`config.mk`:
```
export PLATFORM = sky130hd
export DESIGN_NAME = tile_map
export DESIGN_NICKNAME = d
export VERILOG_FILES = /design/src/rtl/tile_map.sv
export SDC_FILE = /design/constraint.sdc
export NUM_CORES = 1
export LEC_CHECK = 0
export BUFFER_PORTS_ARGS = -buffer_cell sky130_fd_sc_hd__buf_2
export CAP_MARGIN = 20
export CELL_PAD_IN_SITES_DETAIL_PLACEMENT = 1
export CELL_PAD_IN_SITES_GLOBAL_PLACEMENT = 1
export CORE_MARGIN = 2
export CORE_UTILIZATION = 36
export DETAILED_ROUTE_END_ITERATION = 8
export PLACE_DENSITY_LB_ADDON = 0.1
export SYNTH_ARGS = -nofsm -noshare
export SYNTH_HDL_FRONTEND = slang
export SYNTH_SLANG_ARGS = --single-unit
```
`constraint.sdc`:
```
create_clock -name clk -period 4.1 [get_ports clk]
set_clock_uncertainty 0.2 [all_clocks]
set_input_delay 0.41 -clock clk [delete_from_list [all_inputs] [get_ports clk]]
set_output_delay 0.41 -clock clk [all_outputs]
set_load 0.05 [all_outputs]
```
`src/rtl/tile_map.sv`:
```
// Tile map: a COLS x ROWS register array of tile types with a registered read
// port, a host write port, and an FSM that bulk-loads a level from an external ROM.
module tile_map #(
   parameter int COLS = 8,
   parameter int ROWS = 6,
   parameter int TW = 2,
   parameter int LEVELS = 4,
   parameter logic [TW-1:0] GOAL_TYPE = 2'b10,
   localparam int N = COLS * ROWS,
   localparam int XW = (COLS > 1) ? $clog2(COLS) : 1,
   localparam int YW = (ROWS > 1) ? $clog2(ROWS) : 1,
   localparam int AW = (LEVELS * N > 1) ? $clog2(LEVELS * N) : 1,
   localparam int CW = $clog2(N + 1),
   localparam int LW = (LEVELS > 1) ? $clog2(LEVELS) : 1
) (
   input  logic          clk,
   input  logic          reset,
   input  logic          load_req,
   input  logic [LW-1:0] level_sel,
   output logic [AW-1:0] rom_addr,
   input  logic [TW-1:0] rom_data,
   input  logic [XW-1:0] Xnum,
   input  logic [YW-1:0] Ynum,
   output logic [TW-1:0] Tile_Type,
   input  logic          wr_en,
   input  logic [XW-1:0] wr_x,
   input  logic [YW-1:0] wr_y,
   input  logic [TW-1:0] wr_type,
   output logic          busy,
   output logic          load_done,
   output logic [CW-1:0] goal_count,
   output logic          all_clear,
   output logic [1:0]    fsm_state
);

   localparam int IW = (N > 1) ? $clog2(N) : 1;

   typedef enum logic [1:0] {IDLE, FETCH, LAST, DONE} state_t;

   state_t        state_q, state_d;
   logic [IW-1:0] index_q;
   logic [LW-1:0] level_q;
   logic [CW-1:0] goal_q;
   logic          loaded_q;
   logic [TW-1:0] tiles [N];

   logic          start;
   logic          load_wr;
   logic [IW-1:0] load_idx;
   logic          rd_ok;
   logic [IW-1:0] rd_idx;
   logic          wr_ok;
   logic [IW-1:0] wr_idx;
   logic [TW-1:0] old_type;

   always_comb begin
      state_d   = state_q;
      start     = 1'b0;
      busy      = 1'b0;
      load_done = 1'b0;
      rom_addr  = '0;
      case (state_q)
         IDLE: begin
            if (load_req) begin
               start   = 1'b1;
               state_d = FETCH;
            end
         end
         FETCH: begin
            busy     = 1'b1;
            rom_addr = AW'(32'(level_q) * N + 32'(index_q));
            if (index_q == IW'(N - 1)) state_d = LAST;
         end
         LAST: begin
            busy    = 1'b1;
            state_d = DONE;
         end
         DONE: begin
            load_done = 1'b1;
            state_d   = IDLE;
         end
         default: state_d = IDLE;
      endcase
   end

   // ROM data lags its address by one cycle, so each FETCH cycle stores the
   // previous index; LAST drains the final tile.
   always_comb begin
      load_wr  = (state_q == FETCH && index_q != '0) || (state_q == LAST);
      load_idx = (state_q == LAST) ? IW'(N - 1) : index_q - IW'(1);
      rd_ok    = (32'(Xnum) < COLS) && (32'(Ynum) < ROWS);
      rd_idx   = IW'(32'(Ynum) * COLS + 32'(Xnum));
      wr_idx   = IW'(32'(wr_y) * COLS + 32'(wr_x));
      wr_ok    = wr_en && (state_q == IDLE) && !load_req &&
                 (32'(wr_x) < COLS) && (32'(wr_y) < ROWS);
      old_type = wr_ok ? tiles[wr_idx] : '0;
   end

   always_ff @(posedge clk) begin
      if (reset) begin
         state_q   <= IDLE;
         index_q   <= '0;
         level_q   <= '0;
         goal_q    <= '0;
         loaded_q  <= 1'b0;
         Tile_Type <= '0;
         for (int i = 0; i < N; i++) tiles[i] <= '0;
      end else begin
         state_q   <= state_d;
         Tile_Type <= rd_ok ? tiles[rd_idx] : '0;
         if (start) begin
            level_q <= level_sel;
            index_q <= '0;
            goal_q  <= '0;
         end
         if (state_q == FETCH)
            index_q <= (index_q == IW'(N - 1)) ? '0 : index_q + IW'(1);
         if (load_wr) begin
            tiles[load_idx] <= rom_data;
            if (rom_data == GOAL_TYPE) goal_q <= goal_q + CW'(1);
         end
         // Host writes only happen in IDLE, so they never race a load update.
         if (wr_ok) begin
            tiles[wr_idx] <= wr_type;
            if (old_type != GOAL_TYPE && wr_type == GOAL_TYPE)
               goal_q <= goal_q + CW'(1);
            else if (old_type == GOAL_TYPE && wr_type != GOAL_TYPE)
               goal_q <= goal_q - CW'(1);
         end
         if (state_q == DONE) loaded_q <= 1'b1;
      end
   end

   assign goal_count = goal_q;
   assign all_clear  = (goal_q == '0) && !busy && loaded_q;
   assign fsm_state  = state_q;

endmodule

```
# --- Word-level counts from Yosys, hierarchy flattened ---
# Memories as Yosys holds them, arrays and structs flattened. A register that Yosys moved wholly into a read port is not among the register bits.
# Cells that the tools add are included.
word_totals:
  out_inout_bits: 21
  in_bits: 22
  wordCells: 81
  reg_bits: 17
  ramBits: 96
  n_memories: 1
mem_list:
  columns: ["name", "words", "word_bits", "rd", "rd_ports_with_merged_regs", "wr", "line_no", "rtl"]
  rows:
  - ["tiles", 48, 2, 2, 1, 48, "45", "logic [TW-1:0] tiles [N];"]
classes:
  n_addsub: 7
  n_eq_ne: 11
  order_cmp: 2
  reduce_logical: 20
  bitwise: 1
  n_mux: 33
  mul: 1
op_table:
  columns: ["op", "count"]
  rows:
  - ["$mux W6", 12]
  - ["$mux W1", 14]
  - ["$add A6 B1 Y6 const B", 2]
  - ["$add A6 B3 Y6", 2]
  - ["$sub A6 B1 Y6 const B", 2]
  - ["$eq A2 B2 Y1 const B", 5]
  - ["$mux W2", 5]
  - ["$add A8 B6 Y8", 1]
  - ["$logic_and A1 B1 Y1", 8]
  - ["$mux W8", 1]
  - ["$pmux W2 S4", 1]
  - ["$reduce_or A2 Y1", 4]
  - ["$eq A6 B6 Y1 const B", 1]
  - ["$logic_not A6 Y1", 1]
  - ["$lt A3 B3 Y1 const B", 2]
  - ["$ne A2 B2 Y1 const B", 3]
  - ["$reduce_bool A6 Y1", 1]
  - ["$mul A2 B2 Y4 const B", 1]
  - ["$eq A2 B1 Y1 const B", 1]
  - ["$logic_not A1 Y1", 2]
  - ["$logic_not A2 Y1", 1]
  - ["$ne A2 B1 Y1 const B", 1]
  - ["$reduce_and A2 Y1", 1]
  - ["$reduce_bool A2 Y1", 1]
  - ["2 further kinds", 2]

# --- Logic depth before layout (Yosys ltp) ---
depth:
  ltp_word: 10
  mapped_depth: 11
  depth_no_buf: 10

# --- Least setup slack after synthesis ---
# No wires, ideal clock.
synth_path:
  path_type: "register -> output"
  start: "reg state_q[0], in the netlist fsm_state[0]"
  end: "out all_clear"
  n_path_buf: 0
  stages_incl_launch_ff: 5
  required_time_ns: 3.490
  setup_slack_ns: 0.416
  arrival_time_ns: 3.074
  path_cell_list: "dfxtp_1 > inv_1 > ha_1 > nand4bb_1 > nor4_1"
synth_between:
  elab_chain_cells: 6
  word_cells_on_any_way: 7
  cone_classes: "eq/ne: 2; mux: 1; reduce/logical: 4"
synth_rtl:
  columns: ["item", "line_no", "rtl"]
  rows:
  - ["start: declaration", "40", "state_t state_q, state_d;"]
  - ["start signal: assignment", "109", "state_q <= state_d;"]
  - ["$eq A2 B1 Y1 or $eq A2 B2 Y1 (tied branches)", "62", "case (state_q)"]
  - ["$reduce_or A2 Y1 (no source line) (*)", null, null]
  - ["$mux W1 (*)", "62", null]
  - ["named net busy", "29", "output logic busy,"]
  - ["$logic_not A1 Y1 (*)", "135", "assign all_clear = (goal_q == '0) && !busy && loaded_q;"]
  - ["$logic_and A1 B1 Y1 (*) (2 in series)", "135", null]
  - ["end: declaration", "32", "output logic all_clear,"]
# Mark *: on every way through the listed nets, which the timed path passes. The rest lies on a longest branch.

# --- Worst setup path in the final report ---
layout_path:
  start: "in wr_x[0]"
  end: "reg goal_q[5], in the netlist goal_count[5]"
layout_between:
  elab_chain_cells: 8
  word_cells_on_any_way: 10
  cone_classes: "add/sub: 1; eq/ne: 2; mux: 4; reduce/logical: 2; memory: 1"
layout_rtl:
  columns: ["item", "line_no", "rtl"]
  rows:
  - ["start: declaration", "26", "input logic [XW-1:0] wr_x,"]
  - ["$add A6 B3 Y6 (*)", "93", "wr_idx = IW'(32'(wr_y) * COLS + 32'(wr_x));"]
  - ["$mem_v2 Z48 W2 (*)", null, null]
  - ["$mux W2 (*)", "96", "old_type = wr_ok ? tiles[wr_idx] : '0;"]
  - ["$eq A2 B2 Y1", "127", "else if (old_type == GOAL_TYPE && wr_type != GOAL_TYPE)"]
  - ["$logic_and A1 B1 Y1", "127", null]
  - ["$mux W6", "127", null]
  - ["$mux W6 (*)", "125", "if (old_type != GOAL_TYPE && wr_type == GOAL_TYPE)"]
  - ["$mux W6 (*)", "123", "if (wr_ok) begin"]
  - ["end signal: assignment", "120", "if (rom_data == GOAL_TYPE) goal_q <= goal_q + CW'(1);"]
  - ["end signal: assignment", "126", "goal_q <= goal_q + CW'(1);"]
  - ["end signal: assignment", "128", "goal_q <= goal_q - CW'(1);"]
  - ["end: declaration", "43", "logic [CW-1:0] goal_q;"]
# Every way passes the cells marked *; elsewhere a longest branch is shown, timed or not.
# A chain may end at the register's enable or synchronous reset.

==> summary.md <==
| Metric | Value |
|---|---|
| Net Sw Power | `1.66 mW` |
| CTS Hold Bufs | `0` |
| Syn Nets | `820` |
| Clock power frac | `0.319` |
| Yosys cell types | `71` |
| PwrDens | `491 nW/um^2` |
| Antenna violations before repair | `0` |
| Syn avg cell area | `10.6 sq um` |
| Via-per-instance ratio | `5.71` |
| TNS Setup | `0 ns` |
| Nets | `850` |
| Reg2reg start | `fsm_state[0]` |
| YS warnings | `0` |
| Worst slew margin | `0.288` |
| Top-area cell type share of the netlist area | `0.463` |
| Synth area leader | `edfxtp_1` |
| Avg WL per Cell | `22.0 microns` |
| M1 WL | `10700 microns` |
| Layout cells sized above 1 | `0.164` |
| Initial DRC Count | `406` |
| CTS resizes | `0` |
| CTS Sinks | `147` |
| Sequential share of the synthesized area | `0.508` |
| CP peak stage delay | `0.78 ns` |
| # IOs | `43` |
| Clk Tree Root Cell | `clkbuf_16` |
| Drt first pass iters | `5` |
| Arr. time, crit path | `3.65 ns` |
| R2R Path End | `tiles[13][1]` |
| Worst EP required | `4.22 ns` |
| Area delta synth->final | `12.2%` |
| Hold Crit Class | `in -> reg` |
| Total track usage | `0.210` |
| F_max | `283 MHz` |
| Vias | `6338` |
| Sequential Power Share | `0.388` |
| Wire length on met3 | `928 microns` |
| Final hold viol count | `0` |
| Gr ovfl total | `0` |
| Initial core utilization | `0.367` |
| Routability congestion estimate from global placement | `0.886` |
| N_diodes | `0` |
| Total power | `4.58 mW` |
| Post-synthesis async set-or-reset flop share | `0` |
| Outcome | `finished clean` |
| Post-synth design cell area | `8310 sq um` |
| CORE AREA | `22600 sq um` |
| Top sig layer | `met4` |
| Final Max Slew Viols | `0` |
| Combinational share of power | `0.292` |
| Drc violations | `0` |
| Post-CTS Repair Setup Buffers | `0` |
| CTS clock-pin slew for the worst setup and hold paths | `0.06 ns` |
| Final Setup Violations | `0` |
| Largest net degree at the start of global routing | `53` |
| Max-cap viol count | `0` |
| Crit Path Max Fanout | `52` |
| Row count | `55` |
| Worst path slowest cell | `buf_2` |
| Slew @ Worst Pin | `1.07 ns` |
| First-pass GRT wire length | `38200 microns` |
| Die Span X | `156 microns` |
| R2R Setup Slk | `0.67 ns` |
| Total CTS buffers | `17` |
| Worst-Skew Late Latency | `0.43 ns` |
| Worst vdd ir | `0.245 mV` |
| Worst-case clock buffer depth | `2` |
| Tmin final | `3.53 ns` |
| ANT nets after route | `0` |
| CP Cell Sequence | `buf_2, and3b_1, a211oi_1, nor4_1, a22oi_1, o21ai_1, nor2_2, or3_1, a32o_1` |
| Synth Flop Type | `edfxtp_1` |
| Hold path depth | `3` |
| Lkg Pwr | `3.30 nW` |
| CTS tree | `yes` |
| Number of global-route vias before repair | `6668` |
| Tcrit/Tclk final | `0.862` |
| Die area | `24300 sq um` |
| RSZ-0062 raised after global routing | `false` |
| Synth area leaders | `edfxtp_1, mux4_2, nor2_1` |
| Met2 WL | `12400 microns` |
| H-tree levels | `4` |
| Hold endpoint | `level_q[1]` |
| Port Buffers | `42` |
| Cells after Synth | `782` |
| Startpoint Class | `input port` |
| Dpl hpwl | `17200 microns` |
| Die H | `156 microns` |
| Routed wire length | `24400 microns` |
| Critical path class | `in -> reg` |
| Number of flops mapped to enable cells by yosys | `128` |
| CP endpoint kind | `flop` |
| Switch share | `0.363` |
| P_int | `2.92 mW` |
| Synth Register Bits | `147` |
| Hold wc startpoint | `level_sel[1]` |
| Cell count of the worst reg-to-reg path | `11` |
## cells in the final DEF (no fill, tap or decap), types with 9 or more instances in the layout
| master | synthesis | final |
|---|---|---|
| ha_1 | 15 | 15 |
| nor2_1 | 175 | 175 |
| nand3_1 | 13 | 13 |
| clkbuf_16 | 0 | 17 |
| nor2b_1 | 11 | 11 |
| buf_4 | 0 | 22 |
| nand2_1 | 63 | 63 |
| inv_1 | 29 | 29 |
| a21oi_1 | 27 | 27 |
| dfxtp_1 | 19 | 19 |
| edfxtp_1 | 128 | 128 |
| buf_2 | 8 | 42 |
| o21ai_0 | 10 | 10 |
| xor2_1 | 9 | 9 |
| and2_1 | 10 | 10 |
| mux4_2 | 31 | 31 |
| nor3_1 | 11 | 11 |
| o21bai_1 | 47 | 47 |
## cell families after synthesis
| kind of cell | Yosys count | synth area share |
|---|---|---|
| adders and majority gates | 16 | 0.0250 |
| muxes | 34 | 0.0878 |
| xor gates and xnor gates | 13 | 0.0137 |
| buffers and inverters | 82 | 0.0443 |
| and+or+nand+nor | 332 | 0.182 |
| DFF | 147 | 0.508 |
| AOI/OAI and AO/OA | 158 | 0.139 |
## cell usage after synthesis, drive strengths merged (5+ instances only)
library cell and count:
a21o 7, edfxtp 128, xor2 9, a221oi 9, mux4 31, o2bb2ai 5
nand3 13, nand4 6, nand2 63, inv 29, nor3 12, o21ai 14
a31oi 8, dfxtp 19, a211oi 5, buf 16, clkbuf 37, a32o 5
nand2b 7, nor2b 11, nor3b 9, and2 10, a311oi 5, nor2 176
a21oi 27, ha 15, o21bai 47
## power groups by stage
| stage | logic [mW] | clock network, mW | registers, mW |
|---|---|---|---|
| 6_report | 1.34 | 1.46 | 1.78 |
| 5_1_grt | 1.48 | 1.55 | 1.79 |
| 4_1_cts | 1.35 | 1.49 | 1.78 |
| 3_5_place_dp | 1.35 | 0 | 1.81 |
| 3_3_place_gp | 1.31 | 0 | 1.81 |
| 2_1_floorplan | 0.878 | 0 | 1.84 |
## routing by layer
layer / up-vias / GRT usage
li1: 2914 / -
met1: 3270 / 0.266
met2: 126 / 0.369
met3: 28 / 0.0364
met4: 0 / 0.0651
met5: - / 0
## worst max path at each step
stage	startpoint	to	slack, ns	cells after the start
after floorplan	fsm_state[0]	all_clear	0.42	4
after global placement	wr_x[0]	goal_count[5]	0.36	9
after global routing	wr_x[0]	goal_count[5]	0.34	9
after CTS	fsm_state[0]	tiles[1][0]	0.63	11
final	wr_x[0]	goal_count[5]	0.57	9
after detailed placement	wr_x[0]	goal_count[5]	0.20	9
## stage by stage
step	setup slack, ns	instance area [sq um]	instances	hold slack, ns	util
2_1_floorplan	0.416	8310	782	0.241	-
3_3_place_gp	0.358	8780	1078	0.272	0.388
3_5_place_dp	0.196	8780	1078	0.272	0.388
4_1_cts	0.631	9330	1110	0.0235	0.412
5_1_grt	0.341	9330	1110	0.0340	0.412
6_report	0.565	9330	1110	0.0329	0.412
## worst max-delay path: cells and delay by family
kind | cells | cell delay (ns)
simple gates | 4 | 1.59
buf+inv | 1 | 0.78
compound gates | 4 | 0.84
## flip-flops by register name (all words and copies together), names as in the netlist
name,count
level_q,2
index_q,6
Tile_Type,2
loaded_q,1
tiles,128
fsm_state,2
goal_count,6
## cell type report
| class | instances | area, sq um |
|---|---|---|
| flip-flops and latches | 147 | 4220 |
| fillers | 2486 | 13300 |
| repair buffers | 64 | 375 |
| inverters | 29 | 109 |
| clock buffers | 19 | 433 |
| multi-input cells | 553 | 3720 |
| clock inverters | 13 | 111 |
| well taps | 285 | 357 |
Note: power is estimated with default switching activity, not from simulation.
